<file path="config.mk">
export PLATFORM = sky130hd
export DESIGN_NAME = wb_arbiter
export DESIGN_NICKNAME = d
export VERILOG_FILES = /design/src/rtl/datapath_pkg.sv /design/src/rtl/wb_arbiter_rr.sv /design/src/rtl/wb_arbiter.sv
export SDC_FILE = /design/constraint.sdc
export NUM_CORES = 1
export LEC_CHECK = 0
export ABC_CLOCK_PERIOD_IN_PS = 2700
export BUFFER_PORTS_ARGS = -buffer_cell sky130_fd_sc_hd__buf_2
export CORE_ASPECT_RATIO = 0.5
export CORE_UTILIZATION = 53
export CTS_CLUSTER_SIZE = 12
export DETAILED_ROUTE_END_ITERATION = 8
export GPL_TIMING_DRIVEN = 0
export PLACE_DENSITY = 0.81
export REMOVE_ABC_BUFFERS = 1
export SYNTH_ARGS = -nofsm -noshare
export SYNTH_HDL_FRONTEND = slang
export SYNTH_HIERARCHICAL = 1
export SYNTH_SLANG_ARGS = --single-unit
</file>
<file path="constraint.sdc">
create_clock -name CLK -period 2.7 [get_ports CLK]
set_input_delay 0.135 -clock CLK [delete_from_list [all_inputs] [get_ports CLK]]
set_output_delay 0.135 -clock CLK [all_outputs]
set_load 0.005 [all_outputs]
</file>
<file path="src/rtl/datapath_pkg.sv">
// Shared datapath definitions for the writeback path: default sizes,
// writeback record types and the modular index helper used by the arbiters.
package datapath_pkg;

   localparam int NUM_FU = 3;
   localparam int REG_W  = 5;
   localparam int DATA_W = 32;
   localparam int TAG_W  = 2;

   typedef struct packed {
      logic [REG_W-1:0]  sel;
      logic [DATA_W-1:0] data;
      logic [TAG_W-1:0]  tag;
   } wb_req_t;

   typedef struct packed {
      logic                      write;
      logic                      clear;
      logic [REG_W-1:0]          sel;
      logic [DATA_W-1:0]         data;
      logic [TAG_W-1:0]          tag;
      logic [$clog2(NUM_FU)-1:0] fu;
   } wb_out_t;

   // (base + off) mod n; callers keep base < n so the sum never overflows
   function automatic int wrap_add(input int base, input int off, input int n);
      return (base + off) % n;
   endfunction

endpackage

</file>
<file path="src/rtl/wb_arbiter_rr.sv">
// Round-robin request picker: first set request at or above ptr, wrapping,
// returned as a one-hot grant plus its index.
module rr_arbiter
   import datapath_pkg::*;
#(
   parameter int N = 3
) (
   input  logic [N-1:0]         req,
   input  logic [$clog2(N)-1:0] ptr,
   output logic [N-1:0]         grant,
   output logic [$clog2(N)-1:0] idx,
   output logic                 valid
);

   always_comb begin
      int j;
      int hit;
      grant = '0;
      valid = 1'b0;
      hit   = 0;
      for (int k = 0; k < N; k++) begin
         j = wrap_add(int'(ptr), k, N);
         if (!valid && req[j]) begin
            valid    = 1'b1;
            grant[j] = 1'b1;
            hit      = j;
         end
      end
      idx = hit[$clog2(N)-1:0];
   end

endmodule

</file>
<file path="src/rtl/wb_arbiter.sv">
// Writeback arbiter: one holding buffer per functional unit, round-robin
// writeback, WAW-safe busy clear. Optional stall counters: WB_STALL_CNT_EN.
module wb_arbiter #(
   parameter int NUM_FU = datapath_pkg::NUM_FU,
   parameter int REG_W  = datapath_pkg::REG_W,
   parameter int DATA_W = datapath_pkg::DATA_W,
   parameter int TAG_W  = datapath_pkg::TAG_W
) (
   input  logic                      CLK,
   input  logic                      nRST,
   input  logic [NUM_FU-1:0]         fu_valid,
   output logic [NUM_FU-1:0]         fu_ready,
   input  logic [NUM_FU*REG_W-1:0]   fu_sel,
   input  logic [NUM_FU*DATA_W-1:0]  fu_data,
   input  logic [NUM_FU*TAG_W-1:0]   fu_tag,
   input  logic                      flush,
   input  logic [TAG_W-1:0]          rst_cur_tag,
   output logic                      wb_write,
   output logic                      wb_clear,
   output logic [REG_W-1:0]          wb_sel,
   output logic [DATA_W-1:0]         wb_data,
   output logic [TAG_W-1:0]          wb_tag,
   output logic [$clog2(NUM_FU)-1:0] wb_fu
`ifdef WB_STALL_CNT_EN
   ,
   output logic [NUM_FU*16-1:0]      stall_cnt
`endif
);

   localparam int PW = $clog2(NUM_FU);

   logic [NUM_FU-1:0] full_q, full_d;
   logic [PW-1:0]     rr_ptr_q, rr_ptr_d;
   logic [REG_W-1:0]  sel_q  [NUM_FU];
   logic [REG_W-1:0]  sel_d  [NUM_FU];
   logic [DATA_W-1:0] data_q [NUM_FU];
   logic [DATA_W-1:0] data_d [NUM_FU];
   logic [TAG_W-1:0]  tag_q  [NUM_FU];
   logic [TAG_W-1:0]  tag_d  [NUM_FU];

   logic [NUM_FU-1:0] grant;
   logic [PW-1:0]     grant_idx;
   logic              grant_valid;

   rr_arbiter #(.N(NUM_FU)) u_rr (
      .req   (full_q),
      .ptr   (rr_ptr_q),
      .grant (grant),
      .idx   (grant_idx),
      .valid (grant_valid)
   );

   // a buffer being drained this cycle can be refilled on the same edge
   assign fu_ready = flush ? '0 : (~full_q | grant);

   assign wb_write = grant_valid;
   assign wb_sel   = grant_valid ? sel_q[grant_idx]  : '0;
   assign wb_data  = grant_valid ? data_q[grant_idx] : '0;
   assign wb_tag   = grant_valid ? tag_q[grant_idx]  : '0;
   assign wb_fu    = grant_valid ? grant_idx         : '0;
   assign wb_clear = grant_valid && (tag_q[grant_idx] == rst_cur_tag);

   always_comb begin
      full_d   = full_q;
      rr_ptr_d = rr_ptr_q;
      for (int i = 0; i < NUM_FU; i++) begin
         sel_d[i]  = sel_q[i];
         data_d[i] = data_q[i];
         tag_d[i]  = tag_q[i];
         if (grant[i]) full_d[i] = 1'b0;
         if (fu_valid[i] && fu_ready[i]) begin
            full_d[i] = 1'b1;
            sel_d[i]  = fu_sel[i*REG_W +: REG_W];
            data_d[i] = fu_data[i*DATA_W +: DATA_W];
            tag_d[i]  = fu_tag[i*TAG_W +: TAG_W];
         end
      end
      if (grant_valid)
         rr_ptr_d = PW'(datapath_pkg::wrap_add(int'(grant_idx), 1, NUM_FU));
      if (flush) begin
         full_d   = '0;
         rr_ptr_d = '0;
      end
   end

   always_ff @(posedge CLK or negedge nRST) begin
      if (!nRST) begin
         full_q   <= '0;
         rr_ptr_q <= '0;
         for (int i = 0; i < NUM_FU; i++) begin
            sel_q[i]  <= '0;
            data_q[i] <= '0;
            tag_q[i]  <= '0;
         end
      end else begin
         full_q   <= full_d;
         rr_ptr_q <= rr_ptr_d;
         for (int i = 0; i < NUM_FU; i++) begin
            sel_q[i]  <= sel_d[i];
            data_q[i] <= data_d[i];
            tag_q[i]  <= tag_d[i];
         end
      end
   end

`ifdef WB_STALL_CNT_EN
   logic [15:0] stall_q [NUM_FU];
   logic [15:0] stall_d [NUM_FU];

   // counts cycles a result sits buffered while another FU wins the port
   always_comb begin
      for (int i = 0; i < NUM_FU; i++) begin
         stall_d[i] = stall_q[i];
         if (flush)
            stall_d[i] = '0;
         else if (full_q[i] && !grant[i] && (stall_q[i] != 16'hFFFF))
            stall_d[i] = stall_q[i] + 16'd1;
         stall_cnt[i*16 +: 16] = stall_q[i];
      end
   end

   always_ff @(posedge CLK or negedge nRST) begin
      if (!nRST) begin
         for (int i = 0; i < NUM_FU; i++) stall_q[i] <= '0;
      end else begin
         for (int i = 0; i < NUM_FU; i++) stall_q[i] <= stall_d[i];
      end
   end
`endif

endmodule

</file>
==> metrics.txt <==
status complete, but fails checks; failing checks negative setup slack; number of synthesized register bits 122; post-layout util 0.903; final hold slack 0.0742 ns; overall power 0.0114 W; fin worst setup slack -0.693 ns; min Tclk post-route 3.39 ns; most frequent cells in the layout buf_2, dfrtp_1, dlygate4sd3_1; drt total wl 29300 µm; commonest non-fill, non-tap cell in the layout buf_2; cell area after synthesis 6260 µm²; H-tree levels 4; GP Congestion 0.883; largest net degree at the start of global routing 93; CP Data Arrival Time 3.26 ns; Final Cycle Share 1.26; Skew-Pair Late Insertion Delay 0.42 ns; IO Port Bufs 170; Vias/cell 6.31; setup tns final -57.03 ns; Hold Crit Class input port to flip-flop; endpoint type of the worst setup path primary output; root buf cell clkbuf_16; delay of the slowest critical-path stage 0.45 ns; Initial DRC Count 778; clock skew 0.00979 ns; Core ar. 11200 µm²; antenna violations before repair 1; fmax 295 MHz; fraction of layout cells with a size suffix above 1 0.556; Syn Inst Count 505; Post-synth EDFFs 0; RSZ-0062 raised after global routing true; drt first pass iters 8; CTS Buf Count 17; Area Overhead vs Synth 62.3%; post-DP HPWL 9480 µm; DIE HEIGHT 78.9 µm; most used cell along the critical path buf_4; Cell variety after synth 44; first-pass GRT wire length 32600 µm; Max clock buf depth 2; yosys warns 6; # IOs 171; Pins Over Slew Limit 0; full die area 12300 µm²; Clock transition at path regs 0.06 ns; number of global-route vias before repair 5970; Nets 978; Sink Count 122; Placement Setup Slack -0.740 ns; CP required 2.57 ns; # rows 27; crit path max fanout 10; grt total ovfl 0; maximum VDD drop 0.740 mV; Final ANT Viol Nets 0; Fin. Hold Viols 0; critical-path cell list ha_2, nand2b_1, mux2i_4, buf_4, a21oi_2, nor2_4, buf_12, nor2b_4, buf_4, clkbuf_16, nand2_1, o21ai_1, and2_1, buf_2; Total Routing Usage GR 0.361; Most used DFF post-synth dfrtp_1; Die Width 156 µm; Worst path slowest cell dfrtp_2; Layout fillers 417; drt wl/cell 28.6 µm; CTS tree yes; Pleak 4.62 nW; Seq/Total Area, Yosys 0.488; slew margin rel. 0.680; drt drc 0; Syn Area/Cell 12.4 µm²; critical path class flip-flop to primary output; Initial Util 0.557; cell area power density 1120 nW/µm²; Final setup viols 162; vias 6451; max cap viols 0; worst-margin pin slew 0.480 ns; CP Launch Type flip-flop; Async S/R FF share, synth 1.00
==> repair_timing <==
action	CTS	global route
gates cloned	5	12
pin swaps	19	48
resized for setup	25	135
setup buffers	26	21
endpoints found under the hold margin	147	0
endpoints found under the setup margin	159	163
hold buffers	118	0
==> registers in the layout, indices dropped and copies added (netlist names) <==
name,cells
data_q,96
full_q,3
rr_ptr_q,2
sel_q,15
tag_q,6
==> critical path: cells and delay by family, from the launching register on <==
kind	cells	cell delay, ns
simple gates	5	0.89
buf+inv	5	0.77
flops	1	0.45
fa+ha+maj	1	0.26
mux	1	0.26
compound gates	2	0.19
==> cells by family (layout without fill, tap and decap cells) <==
logic type               after synthesis  count (layout)  share of synthesized area
adder cells (fa/ha/maj)                5               5                    0.00999
AO/OA/AOI/OAI                         58              58                     0.0526
multiplexers                         161             161                      0.303
XOR/XNOR                               2               2                    0.00280
other                                  0               2                          0
buffers and inverters                 40             385                     0.0424
flip-flops                           122             122                      0.488
AND/OR/NAND/NOR                      117             128                      0.102
==> path summary, 6_finish.rpt <==
path	start	to	slack (ns)	cells after the start
worst max-delay path	rr_ptr_q[0]$_DFFE_PN0P_	wb_data[24]	-0.69	14
worst min-delay path	flush	full_q[1]$_DFFE_PN0P_	0.07	2
worst max register to register	rr_ptr_q[1]$_DFFE_PN0P_	data_q[42]$_DFFE_PN0P_	-0.37	12
worst min register to register	data_q[47]$_DFFE_PN0P_	data_q[47]$_DFFE_PN0P_	0.50	1
max in group asynchronous	nRST	rr_ptr_q[1]$_DFFE_PN0P_	1.75	3
min in group asynchronous	nRST	data_q[95]$_DFFE_PN0P_	0.17	2
==> synthesized netlist by cell type (2+ instances only) <==
library cell | instances | area share
mux2i_4 | 2 | 0.0072
inv_1 | 6 | 0.0036
nand2b_1 | 3 | 0.0030
o21ai_0 | 39 | 0.031
and2_4 | 3 | 0.0042
and2_1 | 41 | 0.041
nand3b_1 | 2 | 0.0024
ha_1 | 5 | 0.010
mux2i_1 | 42 | 0.067
a21oi_1 | 7 | 0.0056
mux2_2 | 87 | 0.16
clkbuf_1 | 9 | 0.0054
buf_6 | 8 | 0.014
nor2_4 | 2 | 0.0036
buf_4 | 4 | 0.0048
nor2b_4 | 2 | 0.0044
mux2_4 | 30 | 0.072
nand3_1 | 2 | 0.0016
and3_1 | 2 | 0.0020
dfrtp_1 | 122 | 0.49
xnor2_1 | 2 | 0.0028
nor2_1 | 13 | 0.0078
nand2_1 | 40 | 0.024
nor2b_1 | 2 | 0.0020
buf_2 | 11 | 0.0088
==> power breakdown <==
group / switching (W) / leakage (nW) / internal, W
logic: 0.00291 / 2.88 / 0.00301
clock network: 0.000951 / 0.304 / 0.00158
registers: 0.000513 / 1.43 / 0.00240
==> metal layers <==
metal / vias up / track usage / part of all wire / wire length [µm]
met5: - / 0 / 0 / 0
met4: 0 / 0.167 / 0.085 / 2470
met3: 242 / 0.0748 / 0.13 / 3940
met2: 608 / 0.598 / 0.43 / 12700
met1: 3146 / 0.462 / 0.35 / 10100
li1: 2455 / - / - / -
==> per-stage QoR <==
step                      cells  instance area, µm²
after global placement      800                7070
after floorplan             471                6020
final                      1022               10200
after global routing       1022               10200
after detailed placement    806                7250
after CTS                   987                9500
==> cell type report <==
type	count	area [µm²]	area share
antenna	2	5.00	0.000492
clock buffer	19	443	0.0436
clock inverter	13	193	0.0190
inverter	6	25.0	0.00246
multi-input combinational	354	3410	0.336
sequential	122	3060	0.301
tap	159	199	0.0196
timing repair buffer	347	2830	0.278
Power figures use the tool's default switching activity.
